## config.mk

```make
export PLATFORM = sky130hd
export DESIGN_NAME = bcd_digit_entry
export DESIGN_NICKNAME = d
export VERILOG_FILES = /design/src/rtl/bcd_digit_entry.sv
export SDC_FILE = /design/constraint.sdc
export NUM_CORES = 1
export LEC_CHECK = 0
export ABC_AREA = 0
export CAP_MARGIN = 40
export CORE_MARGIN = 2
export CORE_UTILIZATION = 44
export CTS_CLUSTER_SIZE = 28
export DETAILED_ROUTE_END_ITERATION = 8
export PLACE_DENSITY = 0.88
export SYNTH_ARGS = -nofsm -noshare
export SYNTH_HDL_FRONTEND = slang
export SYNTH_SLANG_ARGS = --single-unit
export TNS_END_PERCENT = 20
```

## constraint.sdc

```tcl
create_clock -name clk -period 2.6 [get_ports clk]
set_input_delay 0.52 -clock clk [delete_from_list [all_inputs] [get_ports clk]]
set_output_delay 0.52 -clock clk [all_outputs]
set_load 0.03 [all_outputs]
```

## src/rtl/bcd_digit_entry.sv

```systemverilog
// bcd_digit_entry: turns debounced key presses into a packed-BCD number and commits it downstream.
// Define BCD_ENTRY_BACKSPACE_EN to add the `del` backspace input.
module bcd_digit_entry #(
  parameter int DIGITS = 4,
  parameter int CW     = 3
) (
  input  logic                  clk,
  input  logic                  rst_n,
  input  logic                  key_valid,
  input  logic [3:0]            key_digit,
  input  logic                  enter,
  input  logic                  clr,
`ifdef BCD_ENTRY_BACKSPACE_EN
  input  logic                  del,
`endif
  input  logic                  out_ready,
  output logic                  out_valid,
  output logic [4*DIGITS-1:0]   out_bcd,
  output logic [CW-1:0]         count,
  output logic                  full,
  output logic                  err,
  output logic                  dbg_state
);

  typedef enum logic {
    ENTRY = 1'b0,
    HOLD  = 1'b1
  } state_t;

  localparam logic [CW-1:0] MAX_COUNT = CW'(DIGITS);

  state_t              state;
  logic                key_prev;
  logic                press;
  logic                del_req;
  logic [4*DIGITS-1:0] digit_ext;
  logic [4*DIGITS-1:0] shifted;

  always_comb begin
    digit_ext      = '0;
    digit_ext[3:0] = key_digit;
  end

  assign shifted   = (out_bcd << 4) | digit_ext;
  assign press     = key_valid & ~key_prev;
  assign full      = (count == MAX_COUNT);
  assign dbg_state = (state == HOLD);

`ifdef BCD_ENTRY_BACKSPACE_EN
  assign del_req = del;
`else
  assign del_req = 1'b0;
`endif

  // Handshake: out_valid rises one cycle after an accepted enter and stays high with
  // out_bcd/count frozen until a cycle with out_valid & out_ready (or clr) ends the transfer.
  always_ff @(posedge clk) begin
    if (!rst_n) begin
      state     <= ENTRY;
      out_valid <= 1'b0;
      out_bcd   <= '0;
      count     <= '0;
      err       <= 1'b0;
      key_prev  <= 1'b0;
    end else begin
      key_prev <= key_valid;
      case (state)
        ENTRY: begin
          if (clr) begin
            out_bcd <= '0;
            count   <= '0;
            err     <= 1'b0;
          end else if (enter) begin
            if (count != '0) begin
              state     <= HOLD;
              out_valid <= 1'b1;
            end
          end else if (del_req) begin
            // A same-cycle press is dropped even when there is nothing to delete.
            if (count != '0) begin
              out_bcd <= out_bcd >> 4;
              count   <= count - CW'(1);
            end
          end else if (press) begin
            if (key_digit > 4'd9 || full) begin
              err <= 1'b1;
            end else begin
              out_bcd <= shifted;
              count   <= count + CW'(1);
            end
          end
        end
        HOLD: begin
          if (clr || out_ready) begin
            state     <= ENTRY;
            out_valid <= 1'b0;
            out_bcd   <= '0;
            count     <= '0;
            if (clr) err <= 1'b0;
          end
        end
        default: begin
          state     <= ENTRY;
          out_valid <= 1'b0;
        end
      endcase
    end
  end

endmodule

```

==> results.txt <==
status: finished, final reports clean
Resized cells post-CTS: 0
Final Max Slew Viols: 0
Leak Pwr: 0.4711 nW
Synth Area in Simple Gates: 0.1535
Die Ht: 51.94 um
Gate Count Post-Synth: 116
Pre-Repair DR Iteration Count: 4
Overflow after GRT: 0
sequential share of the synthesized area: 0.4554
synthesized net count: 128
Main synth FF type: dfxtp_1
routed len/inst: 12.95 um
antenna-violating nets left: 0
Max clock buf depth: 2
Sequential Area: 460.4 um2
die area: 2697 um2
via count: 955
yosys warns: 0
layout cell share with drive strength beyond 1: 0.06757
Min Hold Slack: 0.4894 ns
EDFF count, synth: 0
PD cells: 444.6 nW/um2
setup bufs post-CTS: 0
Setup CP Type: flop to primary output
Layout area overhead: 37.75%
number of synthesized register bits: 23
critical path startpoint category: flop
routed vias/inst: 5.426
Crit path arrival time: 1.82 ns
Starting Density: 0.4615
crit share post-route: 0.9011
initial antenna violation count: 0
RSZ-0062 raised after global routing: no
Final Net Count: 161
CTS clk-pin slew, worst paths: 0.13 ns
most frequent cells in the layout: 32 x clkdlybuf4s50_1, 23 x dfxtp_1, 20 x nand2_1, 20 x o21ai_0, 13 x a21boi_0
I/O pins: 33
CTS root buf: clkbuf_4
largest net degree at the start of global routing: 23
Max IR drop VDD: 0.3269 mV
footprint of the multi-input gates: 500.5 um2
number of diodes: 0
Synth Area in Compound Gates: 0.3168
final worst clock skew: 0.005761 ns
wire length of the first global-routing pass: 3.857 mm
ranking of synthesized cells by area: dfxtp_1 46%, o21ai_0 9.9%, a21boi_0 9.7%, nand2_1 7.4%, a21boi_1 3.7%
fillers: 192
Synth top area share: 0.4554
Unique masters post-synth: 25
nature of the critical path endpoint: primary output
GRT Resource Usage Total: 0.1839
CTS sink count: 23
core area: 2191 um2
Setup violations, final: 0
gpl congestion: 0.7538
Hold Path Class: flop to flop
Worst Path Required: 2.08 ns
port bufs: 32
vias in the first global route: 949
HPWL after DPL: 1.614 mm
Chip Width: 51.94 um
mapped cell area: 1011 um2
Worst slew margin: 0.5749
max-cap viol count: 0
adder-cell share of the synthesized area: 0.02475
fraction of registers with async set/reset: 0
clock latency on the worst-skew pair: 0.30 ns
biggest area consumer among synthesized cells: dfxtp_1
H-tree depth: 1
mux share of post-synthesis cell area: 0
Post-Synth XOR/XNOR Area: 0
Fmax: 0.4268 GHz
Syn Area/Cell: 8.715 um2
CTS tree: done
initial drt markers: 17
final hold vios: 0
crit path time final: 2.343 ns
Slew @ Worst Pin: 0.6356 ns
setup_tns: 0 ns
cts-stage hold buffer count: 0
# DRC: 0
Cell Rows: 17
commonest non-fill, non-tap cell in the layout: clkdlybuf4s50_1
Max FO, Critical Path: 4
Routed WL: 2.280 mm
main combinational cell family by area after synthesis: compound AO/OA/AOI/OAI gates
CTS Buf Count: 3
[path summary, 6_finish.rpt]
kind              startpoint        to  slack, ns  cells past startpoint
setup / recovery    count[0]      full       0.26                      5
hold / removal           err       err       0.49                      2
setup reg to reg   dbg_state  count[2]       0.62                      4
hold reg to reg          err       err       0.49                      2
[per-layer routing]
metal / GRT usage / vias up / wire (um)
met5: 0 / - / 0
met4: 0.03070 / 0 / 0
met3: 0.03736 / 0 / 147
met2: 0.3270 / 29 / 1143
met1: 0.2302 / 460 / 989
li1: - / 466 / -
[final cells by class]
type / instances / area share
multi-input combinational: 82 / 0.3594
sequential: 23 / 0.3306
timing repair buffer: 35 / 0.2552
tap: 28 / 0.02516
clock buffer: 4 / 0.01887
inverter: 4 / 0.01078
[report_power, final]
group | total, mW | internal, mW | switching [mW]
combinational | 0.0928 | 0.0436 | 0.0491
sequential | 0.363 | 0.359 | 0.00446
clock | 0.163 | 0.0598 | 0.103
total | 0.619 | 0.462 | 0.157
[cells by family (layout without fill, tap and decap cells)]
kind of cell	count (synthesis)	after routing
adder cells (fa/ha/maj)	2	2
buffers and inverters	11	43
flip-flops	23	23
AO/OA/AOI/OAI	47	47
AND/OR/NAND/NOR	33	33
[sequential cells by signal, indices dropped and copies added (netlist names)]
| name | cells |
|---|---|
| out_bcd | 16 |
| count | 3 |
| dbg_state | 1 |
| err | 1 |
| out_valid | 1 |
| key_prev | 1 |
[critical path, cell delays in order, from the launching register on]
cell             delay, ns
dfxtp_1               0.36
inv_1                 0.08
ha_1                  0.18
nand2_1               0.10
inv_1                 0.13
clkdlybuf4s50_1       0.68
[cell usage after synthesis, types with 2 or more instances]
cell type and number:
a21boi_0 13, a21boi_1 5, a21oi_1 2, a221oi_1 2, clkbuf_1 5, dfxtp_1 23, ha_1 2, inv_1 4
nand2_1 20, nand2b_1 2, nor2_1 5, o21ai_0 20
[per-stage QoR]
step                utilization  cells  power, mW  setup WS [ns]  area (um2)
global route             0.6356    176     0.6473         0.1315        1393
global placement         0.6236    172     0.4615         0.1289        1366
finish                   0.6356    176     0.6192         0.2571        1393
floorplan                     -    116     0.4234         0.4576        1011
CTS                      0.6356    176     0.6247         0.2390        1393
detailed placement       0.6236    172     0.4634        0.05799        1366
Power figures use the tool's default switching activity.
